<file path="src/rtl/mc_ctrl_fsm_pkg.sv">
`default_nettype none
// ============================================================================
// Module   : mc_ctrl_fsm_pkg
// Purpose  : Shared opcodes, Exec op encodings and FSM types for mc_ctrl_fsm.
// Revision : 1.0
// ============================================================================
package mc_ctrl_fsm_pkg;

    localparam logic [6:0] OPC_LUI    = 7'b0110111;
    localparam logic [6:0] OPC_AUIPC  = 7'b0010111;
    localparam logic [6:0] OPC_JAL    = 7'b1101111;
    localparam logic [6:0] OPC_JALR   = 7'b1100111;
    localparam logic [6:0] OPC_BRANCH = 7'b1100011;
    localparam logic [6:0] OPC_LOAD   = 7'b0000011;
    localparam logic [6:0] OPC_STORE  = 7'b0100011;
    localparam logic [6:0] OPC_OP_IMM = 7'b0010011;
    localparam logic [6:0] OPC_OP     = 7'b0110011;

    // Low four bits of alu_op; the MSB picks arithmetic (0) or control (1)
    localparam logic [3:0] ALU_ADD  = 4'b0000;
    localparam logic [3:0] ALU_SUB  = 4'b1000;
    localparam logic [3:0] ALU_XOR  = 4'b0100;
    localparam logic [3:0] ALU_OR   = 4'b0110;
    localparam logic [3:0] ALU_AND  = 4'b0111;
    localparam logic [3:0] ALU_SLT  = 4'b0010;
    localparam logic [3:0] ALU_SLTU = 4'b0011;
    localparam logic [3:0] ALU_SLL  = 4'b0001;
    localparam logic [3:0] ALU_SRL  = 4'b0101;
    localparam logic [3:0] ALU_SRA  = 4'b1101;
    localparam logic [3:0] BR_BEQ   = 4'b0000;
    localparam logic [3:0] BR_BNE   = 4'b0001;
    localparam logic [3:0] BR_BLT   = 4'b0100;
    localparam logic [3:0] BR_BGE   = 4'b0101;
    localparam logic [3:0] BR_BLTU  = 4'b0110;
    localparam logic [3:0] BR_BGEU  = 4'b0111;
    localparam logic [3:0] CTL_JAL  = 4'b1011;
    localparam logic [3:0] CTL_JALR = 4'b1001;
    localparam logic [3:0] CTL_LUI  = 4'b1000;

    typedef enum logic [2:0] {
        ST_INIT   = 3'd0,
        ST_FETCH  = 3'd1,
        ST_DECODE = 3'd2,
        ST_EXEC   = 3'd3,
        ST_MEM    = 3'd4,
        ST_WB     = 3'd5,
        ST_TRAP   = 3'd6
    } state_t;

    localparam logic [1:0] PC_SRC_PC4    = 2'd0;
    localparam logic [1:0] PC_SRC_BRANCH = 2'd1;
    localparam logic [1:0] PC_SRC_ALUOUT = 2'd2;

    localparam logic [1:0] WB_SEL_ALUOUT = 2'd0;
    localparam logic [1:0] WB_SEL_MDR    = 2'd1;
    localparam logic [1:0] WB_SEL_PC4    = 2'd2;

    localparam logic [2:0] IMM_I = 3'd0;
    localparam logic [2:0] IMM_S = 3'd1;
    localparam logic [2:0] IMM_B = 3'd2;
    localparam logic [2:0] IMM_U = 3'd3;
    localparam logic [2:0] IMM_J = 3'd4;

endpackage
`default_nettype wire

</file>
<file path="src/rtl/mc_ctrl_fsm_alu_op_decode.sv">
`default_nettype none
// ============================================================================
// Module   : mc_alu_op_decode
// Purpose  : Combinational instr -> Exec op code, immediate format, legality.
// Revision : 1.0
// ============================================================================
module mc_alu_op_decode
    import mc_ctrl_fsm_pkg::*;
#(
    parameter int ALU_CTRL_WIDTH = 5
) (
    input  logic [31:0]               instr,
    output logic [ALU_CTRL_WIDTH-1:0] alu_op,
    output logic [2:0]                imm_type,
    output logic                      illegal
);

    logic [6:0] w_opcode;
    logic [2:0] w_funct3;
    logic [6:0] w_funct7;
    logic       w_op_ctl;
    logic [3:0] w_op_code;
    logic       w_unused_fields;

    assign w_opcode        = instr[6:0];
    assign w_funct3        = instr[14:12];
    assign w_funct7        = instr[31:25];
    assign w_unused_fields = ^{instr[24:15], instr[11:7]};

    always_comb begin
        w_op_ctl  = 1'b0;
        w_op_code = ALU_ADD;
        imm_type  = IMM_I;
        illegal   = 1'b0;
        case (w_opcode)
            OPC_OP: begin
                w_op_code = {w_funct7[5], w_funct3};
                if (w_funct7 != 7'b0000000 && w_funct7 != 7'b0100000)
                    illegal = 1'b1;
                else if (w_funct7[5] && w_funct3 != 3'b000 && w_funct3 != 3'b101)
                    illegal = 1'b1;
            end
            OPC_OP_IMM: begin
                // Only SRAI borrows funct7[5]; ADDI's imm[10] must not turn it into SUB
                w_op_code = {(w_funct3 == 3'b101) & w_funct7[5], w_funct3};
                if (w_funct3 == 3'b001 && w_funct7 != 7'b0000000)
                    illegal = 1'b1;
                if (w_funct3 == 3'b101 && w_funct7 != 7'b0000000 && w_funct7 != 7'b0100000)
                    illegal = 1'b1;
            end
            OPC_LOAD: begin
                if (w_funct3 == 3'b011 || w_funct3 == 3'b110 || w_funct3 == 3'b111)
                    illegal = 1'b1;
            end
            OPC_STORE: begin
                imm_type = IMM_S;
                if (w_funct3 >= 3'b011)
                    illegal = 1'b1;
            end
            OPC_AUIPC: imm_type = IMM_U;
            OPC_LUI: begin
                imm_type  = IMM_U;
                w_op_ctl  = 1'b1;
                w_op_code = CTL_LUI;
            end
            OPC_JAL: begin
                imm_type  = IMM_J;
                w_op_ctl  = 1'b1;
                w_op_code = CTL_JAL;
            end
            OPC_JALR: begin
                w_op_ctl  = 1'b1;
                w_op_code = CTL_JALR;
            end
            OPC_BRANCH: begin
                imm_type  = IMM_B;
                w_op_ctl  = 1'b1;
                w_op_code = {1'b0, w_funct3};
                if (w_funct3 == 3'b010 || w_funct3 == 3'b011)
                    illegal = 1'b1;
            end
            default: illegal = 1'b1;
        endcase
    end

    always_comb begin
        alu_op                   = '0;
        alu_op[ALU_CTRL_WIDTH-1] = w_op_ctl;
        alu_op[3:0]              = w_op_code;
    end

endmodule
`default_nettype wire

</file>
<file path="src/rtl/mc_ctrl_fsm.sv">
`default_nettype none
// ============================================================================
// Module   : mc_ctrl_fsm
// Purpose  : Multi-cycle RV32I control FSM (FETCH/DECODE/EXEC/MEM/WB).
// Revision : 1.0
// ============================================================================
module mc_ctrl_fsm
    import mc_ctrl_fsm_pkg::*;
#(
    parameter int ALU_CTRL_WIDTH = 5,
    parameter int MEM_TIMEOUT    = 0,
    parameter int CNT_WIDTH      = 32
) (
    input  logic                      clk,
    input  logic                      rst_n,
    input  logic [31:0]               instr,
    input  logic                      bcond,
    input  logic                      mem_ready,
    output logic                      mem_req,
    output logic                      mem_we,
    output logic                      mem_addr_sel,
    output logic                      ir_write,
    output logic                      mdr_write,
    output logic                      pc_write,
    output logic [1:0]                pc_src,
    output logic [ALU_CTRL_WIDTH-1:0] alu_op,
    output logic                      alu_src1_sel,
    output logic                      alu_src2_sel,
    output logic                      aluout_write,
    output logic [2:0]                imm_type,
    output logic                      reg_write,
    output logic [1:0]                wb_sel,
    output logic                      illegal,
    output logic                      bus_err,
    output logic [CNT_WIDTH-1:0]      instret
);

    state_t                    r_state;
    state_t                    w_next;
    logic [CNT_WIDTH-1:0]      r_instret;
    logic                      r_illegal;
    logic                      r_bus_err;
    logic                      w_retire;
    logic                      w_timeout;
    logic [ALU_CTRL_WIDTH-1:0] w_dec_alu_op;
    logic [2:0]                w_dec_imm;
    logic                      w_dec_illegal;
    logic                      w_is_branch, w_is_load, w_is_store, w_is_jump;
    logic                      w_src1_pc, w_src2_rs2;

    mc_alu_op_decode #(
        .ALU_CTRL_WIDTH (ALU_CTRL_WIDTH)
    ) u_decode (
        .instr    (instr),
        .alu_op   (w_dec_alu_op),
        .imm_type (w_dec_imm),
        .illegal  (w_dec_illegal)
    );

    assign w_is_branch = (instr[6:0] == OPC_BRANCH);
    assign w_is_load   = (instr[6:0] == OPC_LOAD);
    assign w_is_store  = (instr[6:0] == OPC_STORE);
    assign w_is_jump   = (instr[6:0] == OPC_JAL) || (instr[6:0] == OPC_JALR);
    assign w_src1_pc   = (instr[6:0] == OPC_AUIPC) || (instr[6:0] == OPC_JAL);
    assign w_src2_rs2  = (instr[6:0] == OPC_OP) || w_is_branch;

    generate
        if (MEM_TIMEOUT > 0) begin : g_timeout
            localparam int WAIT_W = (MEM_TIMEOUT > 1) ? $clog2(MEM_TIMEOUT) : 1;
            logic [WAIT_W-1:0] r_wait_cnt;
            logic              w_in_req;

            assign w_in_req = (r_state == ST_FETCH) || (r_state == ST_MEM);

            // Cleared on every handshake so MEM -> FETCH starts a fresh count
            always_ff @(posedge clk or negedge rst_n) begin
                if (!rst_n)
                    r_wait_cnt <= '0;
                else if (w_in_req && !mem_ready)
                    r_wait_cnt <= r_wait_cnt + 1'b1;
                else
                    r_wait_cnt <= '0;
            end

            assign w_timeout = w_in_req && !mem_ready &&
                               (r_wait_cnt == WAIT_W'(MEM_TIMEOUT - 1));
        end else begin : g_no_timeout
            assign w_timeout = 1'b0;
        end
    endgenerate

    always_ff @(posedge clk or negedge rst_n) begin
        if (!rst_n) begin
            r_state   <= ST_INIT;
            r_instret <= '0;
            r_illegal <= 1'b0;
            r_bus_err <= 1'b0;
        end else begin
            r_state <= w_next;
            if (w_retire)
                r_instret <= r_instret + 1'b1;
            if (r_state == ST_DECODE && w_dec_illegal)
                r_illegal <= 1'b1;
            if (w_timeout)
                r_bus_err <= 1'b1;
        end
    end

    always_comb begin
        w_next       = r_state;
        w_retire     = 1'b0;
        mem_req      = 1'b0;
        mem_we       = 1'b0;
        mem_addr_sel = 1'b0;
        ir_write     = 1'b0;
        mdr_write    = 1'b0;
        pc_write     = 1'b0;
        pc_src       = PC_SRC_PC4;
        alu_op       = '0;
        alu_src1_sel = 1'b0;
        alu_src2_sel = 1'b0;
        aluout_write = 1'b0;
        imm_type     = IMM_I;
        reg_write    = 1'b0;
        wb_sel       = WB_SEL_ALUOUT;
        case (r_state)
            ST_INIT: w_next = ST_FETCH;
            ST_FETCH: begin
                mem_req = 1'b1;
                if (mem_ready) begin
                    ir_write = 1'b1;
                    w_next   = ST_DECODE;
                end else if (w_timeout) begin
                    w_next = ST_TRAP;
                end
            end
            ST_DECODE: begin
                imm_type = w_dec_imm;
                w_next   = w_dec_illegal ? ST_TRAP : ST_EXEC;
            end
            ST_EXEC: begin
                alu_op       = w_dec_alu_op;
                alu_src1_sel = w_src1_pc;
                alu_src2_sel = !w_src2_rs2;
                if (w_is_branch) begin
                    pc_write = 1'b1;
                    pc_src   = bcond ? PC_SRC_BRANCH : PC_SRC_PC4;
                    w_retire = 1'b1;
                    w_next   = ST_FETCH;
                end else begin
                    aluout_write = 1'b1;
                    w_next       = (w_is_load || w_is_store) ? ST_MEM : ST_WB;
                end
            end
            ST_MEM: begin
                mem_req      = 1'b1;
                mem_addr_sel = 1'b1;
                mem_we       = w_is_store;
                if (mem_ready) begin
                    if (w_is_store) begin
                        pc_write = 1'b1;
                        w_retire = 1'b1;
                        w_next   = ST_FETCH;
                    end else begin
                        mdr_write = 1'b1;
                        w_next    = ST_WB;
                    end
                end else if (w_timeout) begin
                    w_next = ST_TRAP;
                end
            end
            ST_WB: begin
                reg_write = 1'b1;
                wb_sel    = w_is_load ? WB_SEL_MDR : (w_is_jump ? WB_SEL_PC4 : WB_SEL_ALUOUT);
                pc_write  = 1'b1;
                pc_src    = w_is_jump ? PC_SRC_ALUOUT : PC_SRC_PC4;
                w_retire  = 1'b1;
                w_next    = ST_FETCH;
            end
            default: w_next = ST_TRAP;
        endcase
    end

    assign instret = r_instret;
    assign illegal = r_illegal;
    assign bus_err = r_bus_err;

endmodule
`default_nettype wire

</file>
<file path="config.mk">
export PLATFORM = sky130hd
export DESIGN_NAME = mc_ctrl_fsm
export DESIGN_NICKNAME = d
export VERILOG_FILES = /design/src/rtl/mc_ctrl_fsm_pkg.sv /design/src/rtl/mc_ctrl_fsm_alu_op_decode.sv /design/src/rtl/mc_ctrl_fsm.sv
export SDC_FILE = /design/constraint.sdc
export NUM_CORES = 1
export LEC_CHECK = 0
export ABC_CLOCK_PERIOD_IN_PS = 3950
export BUFFER_PORTS_ARGS = -buffer_cell sky130_fd_sc_hd__clkbuf_2
export CORE_UTILIZATION = 50
export CTS_CLUSTER_DIAMETER = 50
export CTS_CLUSTER_SIZE = 16
export DETAILED_ROUTE_END_ITERATION = 8
export PLACE_DENSITY = 0.94
export SLEW_MARGIN = 20
export SYNTH_ARGS = -nofsm -noshare
export SYNTH_HDL_FRONTEND = slang
export SYNTH_SLANG_ARGS = --single-unit
</file>
<file path="constraint.sdc">
create_clock -name clk -period 3.95 [get_ports clk]
set_clock_uncertainty 0.05 [all_clocks]
set_input_delay 0.9875 -clock clk [delete_from_list [all_inputs] [get_ports clk]]
set_output_delay 0.9875 -clock clk [all_outputs]
set_load 0.01 [all_outputs]
</file>
-- Word-level counts from Yosys, hierarchy flattened
Index checks and enable logic that the tools add are counted.
- word-level logic and storage cells: 97
- input port bits: 36
- bits in registers: 36
- output and inout port bits: 56
- $add $sub $neg: 1
- magnitude comparators: 1
- reduce and logical (&&, ||, !) cells: 24
- mux-type cells: 43
- equal/unequal tests: 24
- bitwise logic cells: 1
- operator list (operator ; count):
    adder 32 x 1 -> 32 bit (second input constant) ; 1
    2-to-1 mux 1 bit ; 27
    case mux 4 bit (6 select lines) ; 1
    equality test 7 x 6 -> 1 bit (second input constant) ; 3
    equality test 7 bit (second input constant) ; 3
    2-to-1 mux 3 bit ; 6
    equality test 3 bit (second input constant) ; 5
    case mux 3 bit (5 select lines) ; 1
    equality test 7 x 5 -> 1 bit (second input constant) ; 2
    equality test 3 x 2 -> 1 bit (second input constant) ; 4
    case mux 3 bit (4 select lines) ; 1
    OR reduction 4 bit ; 2
    equality test 7 x 2 -> 1 bit (second input constant) ; 1
    logical AND 1 bit ; 7
    logical OR 1 bit ; 7
    inequality test 7 x 6 -> 1 bit (second input constant) ; 1
    nonzero test 7 bit ; 1
    equality test 3 x 1 -> 1 bit (second input constant) ; 2
    2-to-1 mux 2 bit ; 3
    case mux 1 bit (6 select lines) ; 1
    OR reduction 2 bit ; 3
    2-to-1 mux 5 bit ; 1
    inequality test 2 bit (second input constant) ; 2
    case mux 2 bit (2 select lines) ; 1
    8 further kinds ; 8

-- Depth between registers and ports, before layout
Gate-level depths: netlist (run 1).
- depth in word-level cells: 8
- gate-level depth with buffers: 7

-- Cells and area by module
From an unflattened synthesis (run 1), not the netlist that was laid out.
- cells, all modules: 248
- area total of the unflattened synthesis: 2301.0 um2
- by module, submodules not included (module ; area each (um2) ; seq. area each (um2) ; instances ; cells each):
    mc_ctrl_fsm ; 2016.9 ; 900.9 ; 1 ; 204
    mc_alu_op_decode ; 284.0 ; 0.0 ; 1 ; 44

-- Worst setup path after synthesis (run 1)
Ideal clock, no wire load.
- path type: input -> output
- start point: input instr[6]
- end point: output alu_src1_sel
- stages: 4
- setup slack: 901 ps
- buffers on the path: 0
- arrival: 2012 ps
- cells stage by stage: nand2b_1 > or3_1 > or2_2 > a21oi_1
- cells in the longest elaborated chain, start to end: 3
- ends and longest elaborated chain (element ; line ; text):
    from (decl) ; mc_ctrl_fsm.sv:16 ; input logic [31:0] instr,
    equality test 7 x 5 -> 1 bit / equality test 7 bit (equally long branches) ; mc_ctrl_fsm.sv:64 ; assign w_src1_pc = (instr[6:0] == OPC_AUIPC) || (instr[6:0] == OPC_JAL);
    logical OR 1 bit (*) ; mc_ctrl_fsm.sv:64 ;
    2-to-1 mux 1 bit (*) ; mc_ctrl_fsm.sv:126 ; case (r_state)
    to (decl) ; mc_ctrl_fsm.sv:27 ; output logic alu_src1_sel,
Mark *: on every way between the ends. The rest lies on a longest branch, timed or not.

-- Worst setup path in the final report (run 1)
Ends and elaborated chain as after synthesis.

==> results.cfg, run 1 <==
[yosys]
synthesis.nets = 265
post-synth-top-area-fraction = 0.390
area_leader_netlist = sky130_fd_sc_hd__dfrtp_1
yosys-top-cells-count = sky130_fd_sc_hd__dfrtp_1 (36), sky130_fd_sc_hd__xor2_1 (24), sky130_fd_sc_hd__nor2_1 (17)
synthFlopType = sky130_fd_sc_hd__dfrtp_1
syn_area_um2 = 2310
ys_ff_latch = 36
synthArstFlopShare = 1.00
netlist-cell-type-count = 52
synth_area_per_cell_um2 = 10.1
synthTopCellsByArea = sky130_fd_sc_hd__dfrtp_1 (39%), sky130_fd_sc_hd__xor2_1 (9.1%), sky130_fd_sc_hd__nor4_2 (6.0%)
yosysWarnings = 0
ys_seq_area_frac = 0.390
synthCells = 228
synth_most_common_cell = sky130_fd_sc_hd__dfrtp_1
post_synth_edffs = 0

[routing]
drt-initial-drc-count = 128
top_signal_layer_used = met4
postRouteAntennaNets = 0
wl_met3_um = 172
wl_met1_mm = 2.22
met2_wirelength_mm = 2.71
dr_total_vias = 1966
wire_per_inst_um = 14.6
drc = 0
wirelength_mm = 5.20
drt-pass1-iter-count = 4
post_drt_via_cell_ratio = 5.52

[sta]
unrepaired_setup_endpoints_after_global_routing = no
final-hold-violation-count = 0
report.final.setup_viol = 0
final_period_minus_worst_setup_slack_ns = 3.34
max-slew-margin-rel = 0.396
period_share = 0.846
timing.fmax_ghz = 0.299
setup_total_negative_slack_ns = 0
final_max_slew_viol_count = 0
max_slew.worst_pin.slew_ns = 0.906

[cts]
cts_sinks = 36
tritoncts = yes
cts-buffers-inserted = 5
cts_resized = 0
cts_setup_buffers = 0
ctsHoldBuffers = 0
clock_insertion_delay_worst_skew_ns = 0.29
ctsLongestPathBuffers = 2
htree_levels = 2
clkSlewWorstSetupHoldPaths_ns = 0.06
cts.root.buffer_cell = sky130_fd_sc_hd__clkbuf_8

[placed_design]
place.detailed.hpwl_mm = 3.78
place_inst = 348
buffer_ports.inserted = 75
routabilityCongestion = 0.847

[floorplan]
ioPinCount = 92
floorplan.rows = 24
initial_core_utilization = 0.527
core_region_area_um2 = 4380
die_height_um = 69.9
design.die.area_um2 = 4890
die_width_um = 69.9

[grt]
antenna_found_initial = 0
first_pass_grt_wire_length_mm = 8.65
track_usage = 0.221
grt_max_degree = 37
grt_pass1_vias = 1867
grt-ovfl-total = 0

[critical_path]
worstSetupEndpointType = output port
critPathKind = input pin to output port
critPathRequiredTime_ns = 2.91
critical_path.slowest_cell = sky130_fd_sc_hd__or3_1
setup.reg_to_reg.worst_slack_ns = 1.81
crit_fanout = 8
worst_setup_start_kind = input pin
timing.rr.end = instret[26]
cp_cell_sequence = clkbuf_2, nand2b_1, or3_1, or2_2, a21oi_1, clkbuf_2
largest_stage_delay_worst_path_ns = 0.40
worst-path-buf-inv = 2
critical_path.most_common_cell = sky130_fd_sc_hd__clkbuf_2
worst-r2r-cell-count = 4
crit_family = simple AND/OR/NAND/NOR gates
r2r-start = instret[0]
worst-endpoint-arrival_ns = 2.30

[power_and_ir_drop]
highest_ir_drop_seen_on_vdd_mv = 0.321
cellLeakagePower_nw = 1.42
power_density_nw_per_um2 = 410

[flow_run]
maxCapViolCount = 0

[final_layout]
drive_gt1_frac = 0.375
fin_nets = 340
antennaDiodeCount = 0
layout.cells.non_filler = 356
num-fill-cells = 371
area_growth_pct = 21.5

[min_path]
min-delay-path-class = flip-flop to flip-flop
worstHoldStart = instret[31]
worstHoldPathCells = 1
holdPathEnd = instret[31]

[status]
run_status = completed
==> worst max-delay path by stage <==
stage | start | end | slack, ns | cells after the start
2_1_floorplan | instr[6] | alu_src1_sel | 0.90 | 4
3_3_place_gp | instr[6] | alu_src1_sel | 0.64 | 6
3_5_place_dp | instr[6] | alu_src1_sel | 0.61 | 6
4_1_cts | instr[6] | alu_src1_sel | 0.61 | 6
5_1_grt | instr[6] | alu_src1_sel | 0.55 | 6
6_report | instr[6] | alu_src1_sel | 0.61 | 6
==> logic make-up (layout without fill, tap and decap cells) <==
logic type	Yosys count	after routing	synth area share
simple gates	111	111	0.350
flops	36	36	0.390
xor+xnor	32	32	0.121
compound gates	26	26	0.0813
buf+inv	20	96	0.0450
fa+ha+maj	1	1	0.00542
other cells	1	1	0.00162
mux	1	1	0.00488
==> state kept, by name, summed over array words and instances (netlist names) <==
signal and count:
r_state 3, instret 32, illegal 1
==> through the flow <==
| step | hold slack [ns] | setup WS (ns) | area, µm² | utilization | power (mW) |
|---|---|---|---|---|---|
| floorplan | 0.454 | 0.901 | 2310 | - | 0.727 |
| global placement | 0.399 | 0.637 | 2700 | 0.615 | 0.829 |
| detailed placement | 0.426 | 0.608 | 2700 | 0.615 | 0.838 |
| CTS | 0.438 | 0.607 | 2810 | 0.640 | 1.16 |
| global route | 0.456 | 0.546 | 2810 | 0.640 | 1.21 |
| finish | 0.432 | 0.609 | 2810 | 0.640 | 1.15 |
==> placed cells by master (no fill, tap or decap), types with 5 or more instances in the layout <==
master                     Yosys  final
sky130_fd_sc_hd__nand2b_1      7      7
sky130_fd_sc_hd__nor3_1        8      8
sky130_fd_sc_hd__nor4_2       11     11
sky130_fd_sc_hd__clkbuf_8      0      5
sky130_fd_sc_hd__nand3_1      10     10
sky130_fd_sc_hd__nor2_1       17     17
sky130_fd_sc_hd__clkbuf_2      0     75
sky130_fd_sc_hd__a21oi_1      12     12
sky130_fd_sc_hd__inv_1        12     12
sky130_fd_sc_hd__xnor2_1       8      8
sky130_fd_sc_hd__xor2_1       24     24
sky130_fd_sc_hd__dfrtp_1      36     36
sky130_fd_sc_hd__nand2_1      15     15
==> metal layers <==
layer  up-vias  GRT usage
met5         -          0
met4         0     0.0867
met3        12     0.0317
met2        55      0.371
met1       941      0.287
li1        958          -
==> power breakdown <==
group	total (mW)	leakage, nW	internal [mW]	switching [mW]
logic	0.343	0.910	0.153	0.190
registers	0.488	0.456	0.412	0.0754
clock network	0.319	0.0552	0.187	0.132
==> area by class of cell <==
cell class / instances / area (µm²) / share of cell area
Tap cell: 52 / 65.1 / 0.0232
Clock buffer: 6 / 72.6 / 0.0259
Clock inverter: 2 / 35.0 / 0.0125
Inverter: 12 / 45.0 / 0.0161
Timing Repair Buffer: 76 / 383 / 0.136
Sequential cell: 36 / 901 / 0.321
Multi-Input combinational cell: 172 / 1300 / 0.465
(Power assumes the default switching activity.)
==> run 2, diff against run 1 <==
ABC_CLOCK_PERIOD_IN_PS = 2800   (was 3950)
CORE_UTILIZATION = 44   (was 50)
PLACE_DENSITY = 0.88   (was 0.94)
clock period = 2.8 ns   (was 3.95 ns; I/O delays follow)
==> run 2 against run 1 <==
  * Cell count is 5.6% higher
  * Wire length hardly changed
  * Register-to-register slack worse by 1.0 ns
  * Sequential power is 41% higher
  * Clock power is 8.2% higher
  * Combinational power is 42% higher
  * Sequential share of layout area is 0.49 points lower
  * Critical endpoint unchanged
  * Largest cell class unchanged
  * Largest power group unchanged
==> results.cfg, run 2 (synthesis results as in run 1) <==
[status]
run_status = completed

[sta]
unrepaired_setup_endpoints_after_global_routing = no
final_max_slew_viol_count = 0
final_period_minus_worst_setup_slack_ns = 2.70
max_slew.worst_pin.slew_ns = 0.882
report.final.setup_viol = 0
setup_total_negative_slack_ns = 0
period_share = 0.963
final-hold-violation-count = 0
worst_slack_ns = 0.104
max-slew-margin-rel = 0.412
timing.fmax_ghz = 0.371

[cts]
cts-buffers-inserted = 5
cts.root.buffer_cell = sky130_fd_sc_hd__clkbuf_8
clock_insertion_delay_worst_skew_ns = 0.29
clkSlewWorstSetupHoldPaths_ns = 0.06
ctsLongestPathBuffers = 2
cts_setup_buffers = 0
tritoncts = yes
ctsHoldBuffers = 0
htree_levels = 2
cts_sinks = 36

[final_layout]
final_common_cell = sky130_fd_sc_hd__clkbuf_2
multi_input_comb_area_um2 = 1310
area_growth_pct = 23.4
area.sequential_um2 = 901
largest_register_ff_count = 32
fin_nets = 346
num-fill-cells = 463
drive_gt1_frac = 0.392
antennaDiodeCount = 0
final_cell_mix = sky130_fd_sc_hd__clkbuf_2 (75), sky130_fd_sc_hd__dfrtp_1 (36), sky130_fd_sc_hd__xor2_1 (24)

[grt]
grt_max_degree = 37
grt_pass1_vias = 1888
grt-ovfl-total = 0
antenna_found_initial = 0
first_pass_grt_wire_length_mm = 8.52
track_usage = 0.199

[floorplan]
die_width_um = 74.4
floorplan.rows = 25
ioPinCount = 92
die_height_um = 74.4
design.die.area_um2 = 5540
core_region_area_um2 = 4880
initial_core_utilization = 0.473

[power_and_ir_drop]
power_density_nw_per_um2 = 534
highest_ir_drop_seen_on_vdd_mv = 0.424
cellLeakagePower_nw = 1.44

[placed_design]
routabilityCongestion = 0.915
buffer_ports.inserted = 75
detailedPlace.worstSlack_ns = 0.0716
place.detailed.hpwl_mm = 3.98

[critical_path]
critPathRequiredTime_ns = 2.05
critPathKind = input pin to output port
critical_path.most_common_cell = sky130_fd_sc_hd__clkbuf_2
worst_setup_start_kind = input pin
critical_path.slowest_cell = sky130_fd_sc_hd__or3_4
worstSetupEndpointType = output port
cp_cell_sequence = clkbuf_2, nand3_2, or3_4, or2_2, a21oi_1, clkbuf_2
largest_stage_delay_worst_path_ns = 0.40
worst-endpoint-arrival_ns = 1.95
crit_fanout = 5

[routing]
dr_total_vias = 2037
drt-initial-drc-count = 91
postRouteAntennaNets = 0
drt-pass1-iter-count = 4
post_drt_via_cell_ratio = 5.42
drc = 0
wire_per_inst_um = 13.8
wirelength_mm = 5.19

[flow_run]
maxCapViolCount = 0

[min_path]
min-delay-path-class = flip-flop to flip-flop
## run 2: changes by cell type in the layout (fill, tap and decap cells not counted)
cell / before / now
sky130_fd_sc_hd__buf_4: 1 / 7
sky130_fd_sc_hd__bufinv_16: 1 / 0
sky130_fd_sc_hd__nand3_1: 10 / 9
sky130_fd_sc_hd__nand3_2: 0 / 1
sky130_fd_sc_hd__or3_1: 3 / 2
sky130_fd_sc_hd__or3_4: 0 / 1
## run 2: power by group
group	internal [mW]	leakage, nW	switching, mW
logic	0.219	0.939	0.269
clock network	0.169	0.0410	0.176
registers	0.582	0.456	0.106
## run 2: path summary, 6_finish.rpt
check / from / to / depth (start not counted) / slack (ns)
worst max-delay path: instr[1] / alu_src1_sel / 6 / 0.10
worst min-delay path: illegal / illegal / 1 / 0.41
worst max register to register: r_state[0] / instret[28] / 6 / 0.81
worst min register to register: illegal / illegal / 1 / 0.41
max in group asynchronous: rst_n / instret[8] / 1 / 1.67
min in group asynchronous: rst_n / instret[29] / 1 / 0.47
## run 2: cell type report
| cell class | count | area share |
|---|---|---|
| tap | 67 | 0.0294 |
| inverter | 12 | 0.0158 |
| timing repair buffer | 82 | 0.150 |
| clock inverter | 1 | 0.00176 |
| sequential | 36 | 0.316 |
| multi-input combinational | 172 | 0.461 |
| clock buffer | 6 | 0.0255 |
## run 2: what timing repair did
| action | 4_1_cts | 5_1_grt |
|---|---|---|
| resized for setup | 0 | 2 |
| endpoints found under the setup margin | 0 | 1 |
| endpoints found under the hold margin | 0 | 0 |
## run 2: worst max-delay path: cells and delay by family
| kind | cells | cell delay [ns] |
|---|---|---|
| AO/OA/AOI/OAI | 1 | 0.16 |
| buffers and inverters | 2 | 0.28 |
| AND/OR/NAND/NOR | 3 | 0.79 |
## run 2: metrics by stage
step | hold slack, ns | power [mW] | cell area [µm²] | cells | util
2_1_floorplan | 0.354 | 1.02 | 2310 | 228 | -
3_3_place_gp | 0.402 | 1.17 | 2760 | 369 | 0.566
3_5_place_dp | 0.405 | 1.19 | 2760 | 369 | 0.566
4_1_cts | 0.423 | 1.53 | 2840 | 376 | 0.582
5_1_grt | 0.444 | 1.60 | 2850 | 376 | 0.584
6_report | 0.414 | 1.52 | 2850 | 376 | 0.584
## run 2: layer usage
| metal | routed length, µm | global-route usage | share of wire |
|---|---|---|---|
| met5 | 0 | 0 | 0 |
| met4 | 53 | 0.0776 | 0.010 |
| met3 | 192 | 0.0366 | 0.037 |
| met2 | 2780 | 0.339 | 0.53 |
| met1 | 2170 | 0.250 | 0.42 |
==> run 3, diff against run 2 <==
ABC_CLOCK_PERIOD_IN_PS = unset   (was 2800)
MAX_ROUTING_LAYER = met4   (was unset)
==> run 3 against run 2 <==
  * Worst hold slack gained 0.016 ns
  * Via count shrank 0.34%
  * Clock power grew 12%
  * Total power grew 2.7%
  * Critical path type unchanged
  * Largest cell class unchanged
  * Highest routed layer unchanged
  * Cell count shrank 0.53%
  * Sequential power is essentially flat
  * Count of clock-buffer cells in the layout grew 2
  * Largest power group unchanged
  * Design area is essentially flat
==> results.cfg, run 3 (synthesis results as in run 1) <==
[critical_path]
worstSetupEndpointType = output port
crit_fanout = 5
worst-endpoint-arrival_ns = 1.94
setup.reg_to_reg.worst_slack_ns = 0.77
worst-r2r-cell-count = 6
timing.rr.end = instret[17]
critPathKind = input pin to output port
r2r-start = r_state[0]
critPathRequiredTime_ns = 2.05
worst_setup_start_kind = input pin

[grt]
grt_pass1_vias = 1890
first_pass_grt_wire_length_mm = 8.78
met1_usage = 0.258
antenna_found_initial = 0
use_met2 = 0.348
global_route.peak_usage_layer = met2
globalRouteMet3Util = 0.0407
track_usage = 0.214
grt_max_degree = 37
grt-ovfl-total = 0

[cts]
clkSlewWorstSetupHoldPaths_ns = 0.07
clock_insertion_delay_worst_skew_ns = 0.30
cts-buffers-inserted = 5
htree_levels = 2
cts.root.buffer_cell = sky130_fd_sc_hd__clkbuf_8
cts_sinks = 36
cts_resized = 0
tritoncts = yes
ctsLongestPathBuffers = 2
ctsHoldBuffers = 0
cts_setup_buffers = 0

[sta]
unrepaired_setup_endpoints_after_global_routing = no
setup_total_negative_slack_ns = 0
final_period_minus_worst_setup_slack_ns = 2.69
period_share = 0.960
report.final.setup_viol = 0
max-slew-margin-rel = 0.403
final-hold-violation-count = 0
max_slew.worst_pin.slew_ns = 0.896
final_max_slew_viol_count = 0
holdWs_ns = 0.430
timing.fmax_ghz = 0.372

[final_layout]
antennaDiodeCount = 0
final_common_cell = sky130_fd_sc_hd__clkbuf_2
num-fill-cells = 443
fin_nets = 343
area_growth_pct = 23.3
final_cell_mix = sky130_fd_sc_hd__clkbuf_2 (75), sky130_fd_sc_hd__dfrtp_1 (36), sky130_fd_sc_hd__xor2_1 (24)
drive_gt1_frac = 0.381
largest_register_ff_count = 32

[min_path]
holdPathEnd = illegal
worstHoldStart = illegal
worstHoldPathCells = 1
min-delay-path-class = flip-flop to flip-flop

[power_and_ir_drop]
cellLeakagePower_nw = 1.43
highest_ir_drop_seen_on_vdd_mv = 0.427
power_density_nw_per_um2 = 549

[routing]
wire_per_inst_um = 14.3
wirelength_mm = 5.35
post_drt_via_cell_ratio = 5.43
drc = 0
drt-initial-drc-count = 134
drt-pass1-iter-count = 4
postRouteAntennaNets = 0
dr_total_vias = 2030

[floorplan]
die_width_um = 74.4
ioPinCount = 92
die_height_um = 74.4
floorplan.rows = 25
core_region_area_um2 = 4880
initial_core_utilization = 0.473
design.die.area_um2 = 5540

[flow_run]
maxCapViolCount = 0

[placed_design]
place.detailed.hpwl_mm = 3.99
routabilityCongestion = 0.877
buffer_ports.inserted = 75

[status]
run_status = completed
## run 3: power by group
part           total (mW)  switching (mW)  internal, mW
logic               0.487           0.269         0.218
clock network       0.386           0.185         0.201
registers           0.690           0.108         0.582
## run 3: critical path, stage by stage
cell and delay, ns:
sky130_fd_sc_hd__clkbuf_2 0.12, sky130_fd_sc_hd__nand3_1 0.13, sky130_fd_sc_hd__or3_4 0.41, sky130_fd_sc_hd__or2_2 0.28, sky130_fd_sc_hd__a21oi_1 0.14, sky130_fd_sc_hd__clkbuf_2 0.15
## run 3: area by class of cell
cell class                 count  area (µm²)  area share
inverter                      12        45.0      0.0158
clock buffer                   8        90.1      0.0316
multi-input combinational    172        1310       0.460
timing repair buffer          79         418       0.147
sequential                    36         901       0.316
tap                           67        83.8      0.0295
## run 3: how the worst max path moves through the flow
stage                         from            to  cells past startpoint
after floorplan           instr[6]  alu_src1_sel                      4
after detailed placement  instr[1]  alu_src1_sel                      6
after CTS                 instr[1]  alu_src1_sel                      6
after global routing      instr[1]  alu_src1_sel                      6
final                     instr[1]  alu_src1_sel                      6
after global placement    instr[1]  alu_src1_sel                      6
## run 3: per-stage QoR
| step | util | cells | power [mW] | setup slack [ns] | area (µm²) |
|---|---|---|---|---|---|
| 2_1_floorplan | - | 228 | 1.02 | 0.326 | 2310 |
| 3_3_place_gp | 0.564 | 366 | 1.18 | 0.107 | 2750 |
| 3_5_place_dp | 0.564 | 366 | 1.19 | 0.0879 | 2750 |
| 4_1_cts | 0.582 | 374 | 1.58 | 0.0840 | 2840 |
| 5_1_grt | 0.583 | 374 | 1.65 | 0.0224 | 2850 |
| 6_report | 0.583 | 374 | 1.56 | 0.112 | 2850 |
## run 3: routing by layer
| layer | wire length (µm) | part of all wire | vias up |
|---|---|---|---|
| li1 | - | - | 967 |
| met1 | 2290 | 0.43 | 1005 |
| met2 | 2780 | 0.52 | 46 |
| met4 | 114 | 0.021 | 0 |
| met5 | 0 | 0 | - |
| met3 | 160 | 0.030 | 12 |
